--- src/rtl/matrix_host_link_if.sv ---
// Coprocessor handshake link: the host drives cop_data_out, the control unit returns cop_data_in.
interface matrix_host_link_if;
  logic [31:0] cop_data_out;
  logic [31:0] cop_data_in;

  modport master (output cop_data_out, input cop_data_in);
  modport slave  (input cop_data_out, output cop_data_in);
endinterface

--- src/rtl/matrix_host_link.sv ---
// Host-side initiator: replays a 25-entry operand buffer to the matrix control unit,
// waits for processing, then reads 25 result bytes back into a local result file.
module matrix_host_link #(
  parameter int unsigned PROC_WAIT = 32,
  parameter int unsigned TIMEOUT   = 1024,
  parameter int unsigned LOW_HOLD  = 4
) (
  input  logic               clk,
  input  logic               reset,
  input  logic               i_cfg_we,
  input  logic [4:0]         i_cfg_addr,
  input  logic [23:0]        i_cfg_wdata,
  input  logic [2:0]         i_opcode,
  input  logic [1:0]         i_size,
  input  logic               i_go,
  output logic               o_busy,
  output logic               o_done,
  output logic               o_error,
  input  logic [4:0]         i_res_addr,
  output logic [7:0]         o_res_data,
  matrix_host_link_if.master cop
);

  localparam int unsigned   NENT         = 25;
  localparam int unsigned   CW           = $clog2(TIMEOUT + PROC_WAIT + LOW_HOLD + 4);
  localparam logic [CW-1:0] C_ONE        = CW'(1);
  localparam logic [CW-1:0] C_START_LAST = CW'(1);
  localparam logic [CW-1:0] C_HOLD       = CW'(LOW_HOLD);
  localparam logic [CW-1:0] C_PWAIT_LAST = CW'(PROC_WAIT - 1);
  localparam logic [CW-1:0] C_TO_LAST    = CW'(TIMEOUT - 1);
  localparam logic [CW-1:0] C_ABORT_LAST = CW'(3);
  localparam logic [4:0]    IDX_LAST     = 5'(NENT - 1);
  localparam logic [4:0]    N_ENT5       = 5'(NENT);

  typedef enum logic [3:0] {
    S_IDLE, S_START, S_SEND_LO, S_SEND_HI, S_PWAIT,
    S_RECV_LO, S_RECV_HI, S_FLUSH_LO, S_FLUSH_HI, S_ABORT
  } state_t;

  state_t        r_state, w_next;
  logic [CW-1:0] r_cnt;
  logic [4:0]    r_idx;
  logic [2:0]    r_opcode;
  logic [1:0]    r_size;
  logic          r_error;
  logic [23:0]   r_buf [NENT];
  logic [7:0]    r_res [NENT];
  logic [7:0]    r_res_data;

  logic          w_ack, w_timeout, w_hold_ok;
  logic          w_go_acc, w_idx_inc, w_idx_clr, w_res_we, w_err_set, w_done;
  logic [23:0]   w_entry;
  logic [31:0]   w_cop_out;
  logic          w_unused_in;

  assign w_ack       = cop.cop_data_in[31];
  assign w_unused_in = ^cop.cop_data_in[30:8];
  // r_cnt restarts on every state change, so it doubles as hold, wait and timeout counter
  assign w_timeout   = (r_cnt == C_TO_LAST);
  assign w_hold_ok   = (r_cnt >= C_HOLD);
  assign w_entry     = r_buf[r_idx];

  always_comb begin
    w_next    = r_state;
    w_go_acc  = 1'b0;
    w_idx_inc = 1'b0;
    w_idx_clr = 1'b0;
    w_res_we  = 1'b0;
    w_err_set = 1'b0;
    w_done    = 1'b0;
    case (r_state)
      S_IDLE: if (i_go) begin
        w_go_acc  = 1'b1;
        w_idx_clr = 1'b1;
        w_next    = S_START;
      end
      S_START: if (r_cnt == C_START_LAST) w_next = S_SEND_LO;
      S_SEND_LO: begin
        if (w_hold_ok && !w_ack) w_next = S_SEND_HI;
        else if (w_timeout)      w_next = S_ABORT;
      end
      S_SEND_HI: begin
        if (w_ack) begin
          if (r_idx == IDX_LAST) w_next = S_PWAIT;
          else begin
            w_idx_inc = 1'b1;
            w_next    = S_SEND_LO;
          end
        end else if (w_timeout) w_next = S_ABORT;
      end
      S_PWAIT: if (r_cnt == C_PWAIT_LAST) begin
        w_idx_clr = 1'b1;
        w_next    = S_RECV_LO;
      end
      S_RECV_LO: begin
        if (w_hold_ok && !w_ack) w_next = S_RECV_HI;
        else if (w_timeout)      w_next = S_ABORT;
      end
      S_RECV_HI: begin
        if (w_ack) begin
          w_res_we = 1'b1;
          if (r_idx == IDX_LAST) w_next = S_FLUSH_LO;
          else begin
            w_idx_inc = 1'b1;
            w_next    = S_RECV_LO;
          end
        end else if (w_timeout) w_next = S_ABORT;
      end
      S_FLUSH_LO: begin
        if (w_hold_ok && !w_ack) w_next = S_FLUSH_HI;
        else if (w_timeout)      w_next = S_ABORT;
      end
      S_FLUSH_HI: begin
        if (w_ack) begin
          w_done = 1'b1;
          w_next = S_IDLE;
        end else if (w_timeout) w_next = S_ABORT;
      end
      S_ABORT: if (r_cnt == C_ABORT_LAST) begin
        w_err_set = 1'b1;
        w_next    = S_IDLE;
      end
      default: w_next = S_IDLE;
    endcase
  end

  always_comb begin
    w_cop_out = '0;
    if (r_state != S_IDLE && r_state != S_ABORT) begin
      w_cop_out[18:16] = r_opcode;
      w_cop_out[20:19] = r_size;
    end
    if (r_state == S_SEND_LO || r_state == S_SEND_HI) begin
      w_cop_out[7:0]   = w_entry[7:0];
      w_cop_out[15:8]  = w_entry[15:8];
      w_cop_out[28:21] = w_entry[23:16];
    end
    w_cop_out[29] = (r_state == S_ABORT);
    w_cop_out[30] = (r_state == S_START);
    w_cop_out[31] = (r_state == S_SEND_HI) || (r_state == S_RECV_HI) || (r_state == S_FLUSH_HI);
  end

  always_ff @(posedge clk or posedge reset) begin
    if (reset) begin
      r_state  <= S_IDLE;
      r_cnt    <= '0;
      r_idx    <= '0;
      r_opcode <= '0;
      r_size   <= '0;
      r_error  <= 1'b0;
    end else begin
      r_state <= w_next;
      r_cnt   <= (w_next != r_state) ? '0 : r_cnt + C_ONE;
      if (w_idx_clr)      r_idx <= '0;
      else if (w_idx_inc) r_idx <= r_idx + 5'd1;
      if (w_go_acc) begin
        r_opcode <= i_opcode;
        r_size   <= i_size;
        r_error  <= 1'b0;
      end else if (w_err_set) begin
        r_error  <= 1'b1;
      end
    end
  end

  always_ff @(posedge clk or posedge reset) begin
    if (reset) begin
      for (int unsigned i = 0; i < NENT; i++) r_buf[i] <= '0;
    end else if (i_cfg_we && r_state == S_IDLE && !w_go_acc && i_cfg_addr < N_ENT5) begin
      r_buf[i_cfg_addr] <= i_cfg_wdata;
    end
  end

  always_ff @(posedge clk or posedge reset) begin
    if (reset) begin
      for (int unsigned i = 0; i < NENT; i++) r_res[i] <= '0;
      r_res_data <= '0;
    end else begin
      if (w_res_we) r_res[r_idx] <= cop.cop_data_in[7:0];
      r_res_data <= (i_res_addr < N_ENT5) ? r_res[i_res_addr] : '0;
    end
  end

  assign o_busy           = (r_state != S_IDLE);
  assign o_done           = w_done;
  assign o_error          = r_error;
  assign o_res_data       = r_res_data;
  assign cop.cop_data_out = w_cop_out;

endmodule
--- src/flat_wrapper.sv ---
// flat-port wrapper written by rule: the top's interface ports become plain ports
module matrix_host_link_flat 
#(
  parameter int unsigned PROC_WAIT = 32,
  parameter int unsigned TIMEOUT   = 1024,
  parameter int unsigned LOW_HOLD  = 4
)
  (clk, reset, i_cfg_we, i_cfg_addr, i_cfg_wdata, i_opcode, i_size, i_go, o_busy, o_done, o_error, i_res_addr, o_res_data, cop_cop_data_out, cop_cop_data_in);
  matrix_host_link_if cop_i ();
  input  logic clk;
  input  logic reset;
  input  logic i_cfg_we;
  input  logic [4:0] i_cfg_addr;
  input  logic [23:0] i_cfg_wdata;
  input  logic [2:0] i_opcode;
  input  logic [1:0] i_size;
  input  logic i_go;
  output logic o_busy;
  output logic o_done;
  output logic o_error;
  input  logic [4:0] i_res_addr;
  output logic [7:0] o_res_data;
  output wire logic [$bits(cop_i.cop_data_out)-1:0] cop_cop_data_out;
  input wire logic [$bits(cop_i.cop_data_in)-1:0] cop_cop_data_in;
  assign cop_cop_data_out = cop_i.cop_data_out;
  assign cop_i.cop_data_in = cop_cop_data_in;
  matrix_host_link #(.PROC_WAIT(PROC_WAIT), .TIMEOUT(TIMEOUT), .LOW_HOLD(LOW_HOLD)) u_core (.clk(clk), .reset(reset), .i_cfg_we(i_cfg_we), .i_cfg_addr(i_cfg_addr), .i_cfg_wdata(i_cfg_wdata), .i_opcode(i_opcode), .i_size(i_size), .i_go(i_go), .o_busy(o_busy), .o_done(o_done), .o_error(o_error), .i_res_addr(i_res_addr), .o_res_data(o_res_data), .cop(cop_i));
endmodule
--- config.mk ---
export PLATFORM = sky130hd
export DESIGN_NAME = matrix_host_link_flat
export DESIGN_NICKNAME = d
export VERILOG_FILES = /design/src/rtl/matrix_host_link_if.sv /design/src/rtl/matrix_host_link.sv /design/src/flat_wrapper.sv
export SDC_FILE = /design/constraint.sdc
export NUM_CORES = 2
export LEC_CHECK = 0
export CAP_MARGIN = 20
export CORE_AREA = 8 8 380 382
export DETAILED_ROUTE_END_ITERATION = 8
export DIE_AREA = 0 0 388 390
export GPL_TIMING_DRIVEN = 0
export PLACE_DENSITY = 0.38
export SYNTH_ARGS = -nofsm -noshare
export SYNTH_HDL_FRONTEND = slang
export SYNTH_SLANG_ARGS = --single-unit
export TNS_END_PERCENT = 5
--- constraint.sdc ---
create_clock -name clk -period 50.3 [get_ports clk]
set_clock_uncertainty 0.2 [all_clocks]
set_input_delay 10.06 -clock clk [delete_from_list [all_inputs] [get_ports clk]]
set_output_delay 10.06 -clock clk [all_outputs]
set_load 0.005 [all_outputs]
==> metrics.md <==
| Metric | Value |
|---|---|
| GRT Total Usage | `0.176` |
| Initial antenna violation count | `9` |
| CP max stage cell | `clkdlybuf4s50_1` |
| # setup viols final | `0` |
| Worst-path cell chain | `clkdlybuf4s50_1 > inv_1 > nor2_1 > clkdlybuf4s50_1` |
| Synth warn | `0` |
| R2r setup slk | `45.46 ns` |
| Crit-path most repeated cell | `clkdlybuf4s50_1` |
| Clock transition at path regs | `0.05 ns` |
| Netlist cell types | `64` |
| Later-pin clock latency in the skew report | `0.70 ns` |
| Worst R2R Start | `u_core.r_idx[0]$_DFFE_PP0P_` |
| Seq/Total Area, Yosys | `0.544` |
| Final Hold Vio Count | `0` |
| Die area | `0.151 mm2` |
| Crit path kind | `primary input to output pin` |
| GPL Wtd Cong | `0.798` |
| Top cells by area, synth | `dfrtp_1 (54%), mux2_2 (24%), mux4_2 (12%), clkbuf_1 (1.5%), nand2_1 (0.81%)` |
| Largest net degree at the start of global routing | `128` |
| Status | `finished clean` |
| Crit path launch type | `primary input` |
| Width of the die | `388 um` |
| Syn_nets | `2588` |
| Placed cell area | `0.0423 mm2` |
| First-pass GRT wire length | `194000 um` |
| ANT nets after route | `0` |
| Worst slew pin tran | `1.20 ns` |
| Slew Limit Headroom | `0.203` |
| Crit. End Element | `output pin` |
| DR pass1 iterations | `7` |
| Crit path max-delay family | `buffers and inverters` |
| Final Slew Violations | `0` |
| CTS tree | `built` |
| CTS Hold Bufs | `0` |
| Min-delay src | `u_core.r_buf[193]$_DFFE_PP0P_` |
| Bufs and invs on worst path | `3` |
| DP Cell Count | `4448` |
| Post-synth top flop | `dfrtp_1` |
| Worst Path Max Fanout | `4` |
| Final non-filler cell total | `4638` |
| Starting Density | `0.277` |
| Tmin final | `21.63 ns` |
| Reg2reg path depth | `10` |
| CTS resizes | `0` |
| TritonCTS buffer count | `100` |
| Number of I/O port buffers | `90` |
| Req. time, crit path | `40.04 ns` |
| Vias in the first global route | `25.7k` |
| Vias per inst | `5.04` |
| Root Buffer | `clkbuf_16` |
| Core box area | `0.139 mm2` |
| Finished Core Util | `0.330` |
| Post-route clock period utilization | `0.430` |
| Clk buf depth | `3` |
| Async SR Flop Fraction | `1.00` |
| RSZ-0062 raised after global routing | `no` |
| Mapped Cells | `2506` |
| Design Area, Final | `0.0457 mm2` |
| Reg-to-Reg End | `u_core.r_res[6]$_DFFE_PP0P_` |
| Critical path depth | `4` |
| Power per cell area | `39.4 mW/mm2` |
| Mapped Avg Cell Area | `15.3 um2` |
| Wire length per cell | `29.0 um` |
| Crit path DAT | `11.37 ns` |
| HPWL Detailed | `92900 um` |
| Hold Crit Depth | `1` |
| Post-synth top cells | `dfrtp_1 (834), mux2_2 (811), mux4_2 (197)` |
| Die H | `390 um` |
| Count leader, synth | `dfrtp_1` |
| Max Freq | `0.0462 GHz` |
| Setup TNS | `0 ns` |
| Share of the synthesized area in the top cell type | `0.544` |
| IO Count | `118` |
| CP max stage delay | `0.54 ns` |
| Static leakage | `21.0 nW` |
| Detailed-route via count | `23.4k` |
| Post-CTS setup buffers | `0` |
| Max-capacitance violation count | `0` |
| Register bit count reported by yosys | `834` |
| Hold path endpoint | `u_core.r_buf[193]$_DFFE_PP0P_` |
| Final #Nets | `2825` |
| Hold Crit Class | `flip-flop to flip-flop` |
| Num Clock Sinks | `834` |
| Syn-to-layout area delta | `19.1%` |
| Share of cells above drive strength 1 | `0.467` |
| Worst vdd ir | `26.9 uV` |
| GRT Residual Overflow | `0` |
| Dominant cell type by area after synthesis | `dfrtp_1` |
| WL final | `134000 um` |
| Synthesized area | `0.0383 mm2` |
| Drt first-iter violations | `1254` |
| # rows | `137` |
| H-tree Lvls | `3` |
| Post-synth EDFFs | `0` |
| DRC Markers | `0` |
layout make-up:
cell class,instances,area [um2]
Fill cell,13500,92800
Sequential cell,834,20900
Multi-Input combinational cell,1449,16600
Clock buffer,164,3140
Tap cell,1807,2260
Timing Repair Buffer,135,1650
Buffer,213,900
Clock inverter,21,240
Inverter,10,45.0
Antenna cell,5,12.5
per-stage QoR:
stage               hold WS [ns]  total power [mW]  setup slack [ns]
finish                     0.285              1.80             28.67
global route               0.308              1.88             28.59
CTS                        0.287              1.83             28.62
detailed placement         0.274              1.08             28.63
floorplan                  0.253             0.969             16.61
global placement           0.264              1.07              7.02
cells by family (layout without fill, tap and decap cells):
family | count (synthesis) | in the layout | share of synthesized area
AOI/OAI and AO/OA | 126 | 126 | 0.0241
DFF | 834 | 834 | 0.544
xor gates and xnor gates | 13 | 13 | 0.00297
and+or+nand+nor | 244 | 244 | 0.0323
other | 0 | 5 | 0
adders and majority gates | 8 | 8 | 0.00255
buffers and inverters | 223 | 543 | 0.0240
muxes | 1058 | 1058 | 0.370
per-layer routing:
layer / share of wire / vias up / wire [um] / global-route usage
li1: - / 9853 / - / -
met2: 0.49 / 488 / 65700 / 0.298
met5: 0.000097 / - / 13 / 0
met1: 0.44 / 12800 / 59200 / 0.232
met4: 0.032 / 2 / 4350 / 0.0555
met3: 0.038 / 206 / 5050 / 0.0280
where the power goes:
part / switching (mW) / leakage (nW) / total, mW / internal, mW
sequential: 0.0361 / 11.5 / 0.775 / 0.739
combinational: 0.146 / 7.89 / 0.287 / 0.141
clock: 0.302 / 1.66 / 0.737 / 0.436
total: 0.484 / 21.0 / 1.80 / 1.32
registers in the layout, indices dropped and copies added (netlist names):
signal,flops
u_core.r_buf,600
u_core.r_size,2
u_core.r_cnt,11
u_core.o_res_data,8
u_core.o_error,1
u_core.r_res,200
u_core.r_state,4
u_core.r_idx,5
u_core.r_opcode,3
how the worst max path moves through the flow:
stage                             start                            end  slack, ns
detailed placement  cop_cop_data_in[31]                         o_done      28.63
floorplan                         reset     u_core.o_error$_DFFE_PP0P_      16.61
finish              cop_cop_data_in[31]                         o_done      28.67
global route        cop_cop_data_in[31]                         o_done      28.59
global placement                  reset  u_core.r_buf[138]$_DFFE_PP0P_       7.02
CTS                 cop_cop_data_in[31]                         o_done      28.62
cells in the final DEF, fill, tap and decap left out, types with 9 or more instances in the layout:
cell,synthesis,final
o311ai_0,9,9
mux4_2,197,197
nor2_1,49,49
clkbuf_16,0,103
clkbuf_1,150,166
a222oi_1,19,19
clkbuf_2,0,12
nand4_1,11,11
clkbuf_8,0,33
dfrtp_1,834,834
buf_16,0,10
buf_2,35,40
and2_1,13,13
nand2_1,83,83
clkdlybuf4s50_1,0,90
clkinv_2,0,12
a21oi_1,21,21
nor3_1,16,15
mux2i_1,22,22
mux2_2,811,811
o21ai_0,18,18
buf_1,20,18
a22oi_1,11,11
mux2_4,20,20
nand3_1,16,16
buf_8,0,28
or2_2,10,10
(Power assumes the default switching activity.)
